===== config.mk =====
export PLATFORM = sky130hd
export DESIGN_NAME = vga_sync_porch_flat
export DESIGN_NICKNAME = d
export VERILOG_FILES = /design/src/rtl/vga_sync_porch_if.sv /design/src/rtl/vga_sync_porch.sv /design/src/flat_wrapper.sv
export SDC_FILE = /design/constraint.sdc
export NUM_CORES = 1
export LEC_CHECK = 0
export CAP_MARGIN = 15
export CORE_ASPECT_RATIO = 1.75
export CORE_MARGIN = 8
export CORE_UTILIZATION = 39
export CTS_CLUSTER_SIZE = 30
export DETAILED_ROUTE_END_ITERATION = 8
export HOLD_SLACK_MARGIN = 0.15
export PLACE_DENSITY = 0.58
export SETUP_SLACK_MARGIN = 0.02
export SYNTH_ARGS = -nofsm -noshare
export SYNTH_HDL_FRONTEND = slang
export SYNTH_SLANG_ARGS = --single-unit

===== constraint.sdc =====
create_clock -name clk_i -period 3.78 [get_ports clk_i]
set_input_delay 0.378 -clock clk_i [delete_from_list [all_inputs] [get_ports clk_i]]
set_output_delay 0.378 -clock clk_i [all_outputs]
set_load 0.02 [all_outputs]

===== src/rtl/vga_sync_porch_if.sv =====
// vga_sync_porch_if: groups the upstream flag/colour inputs and the VGA pin outputs.
// Latency: none; this is a plain signal bundle.
// Backpressure: none; the pixel stream is free-running.
interface vga_sync_porch_if #(
    parameter int VIDEO_WIDTH = 3
);
    // Upstream side: active-region flags and colour sampled with them
    logic                   Hsync_i;
    logic                   Vsync_i;
    logic [VIDEO_WIDTH-1:0] red_i;
    logic [VIDEO_WIDTH-1:0] green_i;
    logic [VIDEO_WIDTH-1:0] blue_i;

    // Connector side: active-low syncs, aligned colour, lock status
    logic                   Hsync_o;
    logic                   Vsync_o;
    logic [VIDEO_WIDTH-1:0] red_o;
    logic [VIDEO_WIDTH-1:0] green_o;
    logic [VIDEO_WIDTH-1:0] blue_o;
    logic                   locked_o;

    // Source of the pixel stream, consumer of the VGA outputs
    modport master (
        output Hsync_i, Vsync_i, red_i, green_i, blue_i,
        input  Hsync_o, Vsync_o, red_o, green_o, blue_o, locked_o
    );

    // The porch/sync regenerator itself
    modport slave (
        input  Hsync_i, Vsync_i, red_i, green_i, blue_i,
        output Hsync_o, Vsync_o, red_o, green_o, blue_o, locked_o
    );
endinterface


===== src/rtl/vga_sync_porch.sv =====
// vga_sync_porch: re-derives column/row from the upstream frame start and drives active-low Hsync/Vsync with porches.
// Latency: 2 clk_i cycles from Hsync_i/Vsync_i/colour to Hsync_o/Vsync_o/colour and locked_o.
// Backpressure: none; one pixel is consumed and produced every cycle.
// Option: define VGA_PORCH_BLANK_EN to force black colour outside the active region and whenever the delayed flags are low.
module vga_sync_porch #(
    parameter int TOTAL_COLS    = 800,
    parameter int TOTAL_ROWS    = 525,
    parameter int ACTIVE_COLS   = 640,
    parameter int ACTIVE_ROWS   = 480,
    parameter int H_FRONT_PORCH = 18,
    parameter int H_BACK_PORCH  = 50,
    parameter int V_FRONT_PORCH = 10,
    parameter int V_BACK_PORCH  = 33,
    parameter int VIDEO_WIDTH   = 3
) (
    input  logic            clk_i,
    input  logic            rst_i,
    vga_sync_porch_if.slave vif
);

    // Counter wrap points and sync windows, all in 10-bit unsigned space
    localparam logic [9:0] COL_LAST     = 10'(TOTAL_COLS - 1);
    localparam logic [9:0] ROW_LAST     = 10'(TOTAL_ROWS - 1);
    localparam logic [9:0] H_SYNC_FIRST = 10'(ACTIVE_COLS + H_FRONT_PORCH);
    localparam logic [9:0] H_SYNC_LAST  = 10'(TOTAL_COLS - H_BACK_PORCH - 1);
    localparam logic [9:0] V_SYNC_FIRST = 10'(ACTIVE_ROWS + V_FRONT_PORCH);
    localparam logic [9:0] V_SYNC_LAST  = 10'(TOTAL_ROWS - V_BACK_PORCH - 1);
`ifdef VGA_PORCH_BLANK_EN
    localparam logic [9:0] ACT_COLS     = 10'(ACTIVE_COLS);
    localparam logic [9:0] ACT_ROWS     = 10'(ACTIVE_ROWS);
`endif

    typedef enum logic {
        UNLOCKED = 1'b0,
        LOCKED   = 1'b1
    } state_t;

    state_t state_q;
    logic   locked_q;

    // Frame-start detection and column/row counters
    logic       vsync_dly_q, vsync_dly_d;
    logic [9:0] col_q, col_d;
    logic [9:0] row_q, row_d;
    logic [9:0] col_run, row_run;
    logic       col_wrap;
    logic       frame_start;
    logic       phase_ok;

    // Sync outputs
    logic       in_hsync, in_vsync;
    logic       locked;
    logic       hsync_q, hsync_d;
    logic       vsync_q, vsync_d;

    // Colour pipeline: stage 1 holds the raw pixel, stage 2 is the output register
    logic [VIDEO_WIDTH-1:0] red_s1_q,   red_s1_d;
    logic [VIDEO_WIDTH-1:0] green_s1_q, green_s1_d;
    logic [VIDEO_WIDTH-1:0] blue_s1_q,  blue_s1_d;
    logic [VIDEO_WIDTH-1:0] red_q,      red_d;
    logic [VIDEO_WIDTH-1:0] green_q,    green_d;
    logic [VIDEO_WIDTH-1:0] blue_q,     blue_d;
    logic                   pix_pass;

`ifdef VGA_PORCH_BLANK_EN
    // Upstream flags travel alongside the pixel so blanking matches the pixel's own flags
    logic hflag_s1_q, hflag_s1_d;
    logic vflag_s1_q, vflag_s1_d;
`else
    // Hsync_i only qualifies blanking, which this build does not perform
    logic unused_hsync;
    assign unused_hsync = vif.Hsync_i;
`endif

    // Free-run next position, frame-start reload, and whether the reload agrees with free-run
    always_comb begin
        vsync_dly_d = vif.Vsync_i;
        frame_start = vif.Vsync_i && !vsync_dly_q;
        col_wrap    = (col_q == COL_LAST);
        col_run     = col_wrap ? 10'd0 : col_q + 10'd1;
        row_run     = row_q;
        if (col_wrap) begin
            row_run = (row_q == ROW_LAST) ? 10'd0 : row_q + 10'd1;
        end
        phase_ok = (col_run == 10'd0) && (row_run == 10'd0);
        col_d    = frame_start ? 10'd0 : col_run;
        row_d    = frame_start ? 10'd0 : row_run;
    end

    // Lock FSM: a frame start locks; a frame start that disagrees with the counters unlocks
    always_ff @(posedge clk_i) begin
        if (rst_i) begin
            state_q  <= UNLOCKED;
            locked_q <= 1'b0;
        end else begin
            locked_q <= (state_q == LOCKED);
            case (state_q)
                UNLOCKED: begin
                    if (frame_start) begin
                        state_q <= LOCKED;
                    end
                end
                LOCKED: begin
                    if (frame_start && !phase_ok) begin
                        state_q <= UNLOCKED;
                    end
                end
                default: state_q <= UNLOCKED;
            endcase
        end
    end

    // Sync windows are decoded from the counters, which describe the pixel now in stage 1
    always_comb begin
        locked   = (state_q == LOCKED);
        in_hsync = (col_q >= H_SYNC_FIRST) && (col_q <= H_SYNC_LAST);
        in_vsync = (row_q >= V_SYNC_FIRST) && (row_q <= V_SYNC_LAST);
        hsync_d  = !(locked && in_hsync);
        vsync_d  = !(locked && in_vsync);
    end

    // Colour: capture raw pixel, then gate it into the output stage
    always_comb begin
        red_s1_d   = vif.red_i;
        green_s1_d = vif.green_i;
        blue_s1_d  = vif.blue_i;
        pix_pass   = locked;
`ifdef VGA_PORCH_BLANK_EN
        hflag_s1_d = vif.Hsync_i;
        vflag_s1_d = vif.Vsync_i;
        pix_pass   = locked && hflag_s1_q && vflag_s1_q &&
                     (col_q < ACT_COLS) && (row_q < ACT_ROWS);
`endif
        red_d   = pix_pass ? red_s1_q   : '0;
        green_d = pix_pass ? green_s1_q : '0;
        blue_d  = pix_pass ? blue_s1_q  : '0;
    end

    // Counters, edge detector, sync and colour registers; vsync_dly resets high so a
    // reset in the middle of active rows cannot look like a frame start
    always_ff @(posedge clk_i) begin
        if (rst_i) begin
            vsync_dly_q <= 1'b1;
            col_q       <= 10'd0;
            row_q       <= 10'd0;
            hsync_q     <= 1'b1;
            vsync_q     <= 1'b1;
            red_s1_q    <= '0;
            green_s1_q  <= '0;
            blue_s1_q   <= '0;
            red_q       <= '0;
            green_q     <= '0;
            blue_q      <= '0;
        end else begin
            vsync_dly_q <= vsync_dly_d;
            col_q       <= col_d;
            row_q       <= row_d;
            hsync_q     <= hsync_d;
            vsync_q     <= vsync_d;
            red_s1_q    <= red_s1_d;
            green_s1_q  <= green_s1_d;
            blue_s1_q   <= blue_s1_d;
            red_q       <= red_d;
            green_q     <= green_d;
            blue_q      <= blue_d;
        end
    end

`ifdef VGA_PORCH_BLANK_EN
    // Flags delayed by one stage so they line up with the pixel in stage 1
    always_ff @(posedge clk_i) begin
        if (rst_i) begin
            hflag_s1_q <= 1'b0;
            vflag_s1_q <= 1'b0;
        end else begin
            hflag_s1_q <= hflag_s1_d;
            vflag_s1_q <= vflag_s1_d;
        end
    end
`endif

    assign vif.Hsync_o  = hsync_q;
    assign vif.Vsync_o  = vsync_q;
    assign vif.red_o    = red_q;
    assign vif.green_o  = green_q;
    assign vif.blue_o   = blue_q;
    assign vif.locked_o = locked_q;

endmodule


===== src/flat_wrapper.sv =====
// flat-port wrapper written by rule: the top's interface ports become plain ports
module vga_sync_porch_flat 
#(
    parameter int TOTAL_COLS    = 800,
    parameter int TOTAL_ROWS    = 525,
    parameter int ACTIVE_COLS   = 640,
    parameter int ACTIVE_ROWS   = 480,
    parameter int H_FRONT_PORCH = 18,
    parameter int H_BACK_PORCH  = 50,
    parameter int V_FRONT_PORCH = 10,
    parameter int V_BACK_PORCH  = 33,
    parameter int VIDEO_WIDTH   = 3
)
  (clk_i, rst_i, vif_Hsync_i, vif_Vsync_i, vif_red_i, vif_green_i, vif_blue_i, vif_Hsync_o, vif_Vsync_o, vif_red_o, vif_green_o, vif_blue_o, vif_locked_o);
  vga_sync_porch_if #(.VIDEO_WIDTH(VIDEO_WIDTH)) vif_i ();
  input  logic clk_i;
  input  logic rst_i;
  input wire logic [$bits(vif_i.Hsync_i)-1:0] vif_Hsync_i;
  input wire logic [$bits(vif_i.Vsync_i)-1:0] vif_Vsync_i;
  input wire logic [$bits(vif_i.red_i)-1:0] vif_red_i;
  input wire logic [$bits(vif_i.green_i)-1:0] vif_green_i;
  input wire logic [$bits(vif_i.blue_i)-1:0] vif_blue_i;
  output wire logic [$bits(vif_i.Hsync_o)-1:0] vif_Hsync_o;
  output wire logic [$bits(vif_i.Vsync_o)-1:0] vif_Vsync_o;
  output wire logic [$bits(vif_i.red_o)-1:0] vif_red_o;
  output wire logic [$bits(vif_i.green_o)-1:0] vif_green_o;
  output wire logic [$bits(vif_i.blue_o)-1:0] vif_blue_o;
  output wire logic [$bits(vif_i.locked_o)-1:0] vif_locked_o;
  assign vif_i.Hsync_i = vif_Hsync_i;
  assign vif_i.Vsync_i = vif_Vsync_i;
  assign vif_i.red_i = vif_red_i;
  assign vif_i.green_i = vif_green_i;
  assign vif_i.blue_i = vif_blue_i;
  assign vif_Hsync_o = vif_i.Hsync_o;
  assign vif_Vsync_o = vif_i.Vsync_o;
  assign vif_red_o = vif_i.red_o;
  assign vif_green_o = vif_i.green_o;
  assign vif_blue_o = vif_i.blue_o;
  assign vif_locked_o = vif_i.locked_o;
  vga_sync_porch #(.TOTAL_COLS(TOTAL_COLS), .TOTAL_ROWS(TOTAL_ROWS), .ACTIVE_COLS(ACTIVE_COLS), .ACTIVE_ROWS(ACTIVE_ROWS), .H_FRONT_PORCH(H_FRONT_PORCH), .H_BACK_PORCH(H_BACK_PORCH), .V_FRONT_PORCH(V_FRONT_PORCH), .V_BACK_PORCH(V_BACK_PORCH), .VIDEO_WIDTH(VIDEO_WIDTH)) u_core (.clk_i(clk_i), .rst_i(rst_i), .vif(vif_i));
endmodule

==> results.py <==
metrics = {
    "outcome": {
        "status": "complete, no violations",
    },
    "synth": {
        "synthXorXnorAreaFrac_pct": 6.97,
        "ys_seq_area_share_pct": 42.8,
        "ys.flop_type": "dfxtp_1",
        "yosys.area.top_type": "dfxtp_1",
        "synth_cell_type_count": 46,
        "netlist_area_um2": 2010,
        "synthAdderAreaFrac_pct": 4.98,
        "synth.top_cells.by_area": "dfxtp_1 (43%), nor2_1 (5.6%), ha_1 (5.0%), xnor2_1 (4.8%), nor2b_1 (3.4%)",
        "syn-num-nets": 244,
        "synth_top_family_by_area": "simple AND/OR/NAND/NOR gates",
        "netlist_instances": 223,
        "synthArstFlopShare_pct": 0,
        "synth_edf_count": 0,
        "yosys_warnings": 0,
        "yosys-top-cells-count": "dfxtp_1 (43), nor2_1 (30), nand3_1 (12)",
        "synthSimpleGateAreaFrac_pct": 29.0,
        "ys_ff_latch": 43,
        "synth.mux.area_fraction_pct": 0.498,
        "synth_compound_area_share_pct": 9.65,
        "synth_top_cell_area_share_pct": 42.8,
        "synth_area_per_cell_um2": 9.02,
        "synth.most_common_cell": "dfxtp_1",
    },
    "timing": {
        "tns_ps": 0,
        "worst_slew_pin_slew_ps": 725,
        "period_needed_ps": 2380,
        "fmax_mhz": 420,
        "fin_skew_ps": 6.34,
        "setup_violations": 0,
        "slew_headroom_pct": 51.6,
        "period_share_pct": 62.9,
        "drv_slew": 0,
        "grt_setup_unrepaired": "false",
        "timing_hold_violations_final": 0,
    },
    "place": {
        "dp.final_hpwl_um": 3050,
        "io_buffers": 23,
        "gp_congestion": 0.834,
        "place_inst": 284,
    },
    "critical_path": {
        "worst_r2r_startpoint": "u_core.col_q[0]",
        "crit_required_ps": 3990,
        "reg2reg_to": "u_core.locked",
        "r2r_slack_ps": 1400,
        "path_max_fanout": 19,
        "startpoint_type": "flip-flop",
        "arrival_ps": 2590,
        "worst-r2r-cell-count": 7,
        "critPathCaptureType": "flip-flop",
        "path_class": "reg -> reg",
    },
    "pwr": {
        "ir_worst_vdd_uv": 356,
        "leakagePower_nw": 0.862,
        "powerDensity_nw_per_um2": 400,
    },
    "global_routing": {
        "grt_pass1_wl_um": 7130,
        "track_usage_pct": 11.3,
        "grt_start_max_net_pins": 20,
        "antenna_found_initial": 0,
        "first_global_vias": 1508,
        "grt-ovfl-total": 0,
    },
    "cts": {
        "ctsHoldBuffers": 0,
        "tritoncts": "done",
        "cts_buffer_depth": 2,
        "cts_root_buffer": "clkbuf_8",
        "clock-sinks": 43,
        "clk_pin_slew_ps": 80,
        "post-cts-setup-buffers": 0,
        "htreeDepth": 2,
        "postCtsResizedCells": 0,
        "insertion_delay_ps": 290,
        "tritoncts.num_buffers": 5,
    },
    "die": {
        "die_x_um": 70.3,
        "initial_utilization_pct": 40.4,
        "coreArea_um2": 4980,
        "rows": 34,
        "num_io_pins": 25,
        "dieArea_um2": 7800,
        "dieHeight_um": 111,
    },
    "finish": {
        "area_growth_pct": 16.6,
        "drive_above_1_share_pct": 6.72,
        "multi_input_comb_area_um2": 1030,
        "antenna_cells": 0,
        "regArea_um2": 861,
        "instances_no_fill": 292,
        "fillers": 484,
        "final_net_count": 258,
    },
    "route": {
        "vias_per_cell": 5.22,
        "ant_nets": 0,
        "totalWireLength_um": 4120,
        "wl_per_cell_um": 14.1,
        "drc": 0,
        "drt_iter0_drc": 93,
        "vias": 1525,
        "drt-pass1-iter-count": 4,
    },
    "worst_hold_path": {
        "whs_path_depth": 1,
        "min_to": "u_core.vif.red_o[2]",
        "hp-start": "u_core.red_s1_q[2]",
        "hold_class": "reg -> reg",
    },
    "flow_run": {
        "drv_cap": 0,
    },
}
[where the power goes]
part / leakage [nW] / internal (mW) / switching (mW)
clock network: 0.0644 / 0.263 / 0.160
logic: 0.447 / 0.0237 / 0.0208
registers: 0.350 / 0.463 / 0.00679
total: 0.862 / 0.750 / 0.188
[area by class of cell]
type / count / share of cell area [%]
Tap cell: 54 / 2.88
Clock inverter: 3 / 2.88
Multi-Input combinational cell: 158 / 43.8
Inverter: 6 / 0.961
Clock buffer: 5 / 2.93
Sequential cell: 43 / 36.7
Timing Repair Buffer: 23 / 9.82
[worst max-delay path by stage]
stage / from / end / cells past startpoint
2_1_floorplan: u_core.col_q[0] / u_core.locked / 7
4_1_cts: u_core.col_q[0] / u_core.locked / 7
3_3_place_gp: rst_i / u_core.vif.Vsync_o / 5
3_5_place_dp: rst_i / u_core.vif.Vsync_o / 5
5_1_grt: u_core.col_q[0] / u_core.locked / 7
6_report: u_core.col_q[0] / u_core.locked / 7
[critical path, cell delays in order, from the launching register on]
cell and delay (ps):
dfxtp_1 460, ha_1 280, and4_4 290, nand4_4 260, nor2_1 260, mux2i_1 230, o311ai_0 230, o32ai_2 290
[through the flow]
step	utilization (%)	hold WS [ps]	setup slack, ps	total power, mW	area (um2)
6_report	47.1	431	1400	0.938	2340
3_3_place_gp	44.4	408	1250	0.526	2210
4_1_cts	47.1	436	1380	0.949	2340
3_5_place_dp	44.4	416	1240	0.526	2210
5_1_grt	47.1	454	1170	0.976	2340
2_1_floorplan	-	406	1780	0.505	2010
[cell usage in the layout (no fill, tap or decap), drive strengths merged, types with 6 or more instances in the layout]
cell type	Yosys	final
a21oi	6	6
a31oi	6	6
and2	11	11
clkdlybuf4s50	0	23
dfxtp	43	43
ha	8	8
inv	6	6
nand2	11	11
nand3	12	12
nor2	30	30
nor2b	12	12
nor3	6	6
o21ai	6	6
xnor2	11	11
[sequential cells by signal, indices dropped and copies added, names as in the netlist]
name / cells
u_core.blue_s1_q: 3
u_core.col_q: 10
u_core.green_s1_q: 3
u_core.locked: 1
u_core.red_s1_q: 3
u_core.row_q: 10
u_core.vif.Hsync_o: 1
u_core.vif.Vsync_o: 1
u_core.vif.blue_o: 3
u_core.vif.green_o: 3
u_core.vif.locked_o: 1
u_core.vif.red_o: 3
u_core.vsync_dly_q: 1
[routing by layer]
| metal | track usage, % | part of all wire [%] | vias to the layer above |
|---|---|---|---|
| met5 | 0 | 0 | - |
| met4 | 6.06 | 2.5 | 0 |
| met1 | 10.9 | 40 | 707 |
| li1 | - | - | 779 |
| met2 | 20.3 | 54 | 31 |
| met3 | 3.41 | 4.0 | 8 |
[cell families after synthesis]
logic type,after synthesis
buffers and inverters,22
multiplexers,1
AND/OR/NAND/NOR,104
XOR/XNOR,16
AO/OA/AOI/OAI,29
adder cells (fa/ha/maj),8
flip-flops,43
No activity file was read; power rests on OpenSTA's default activity.
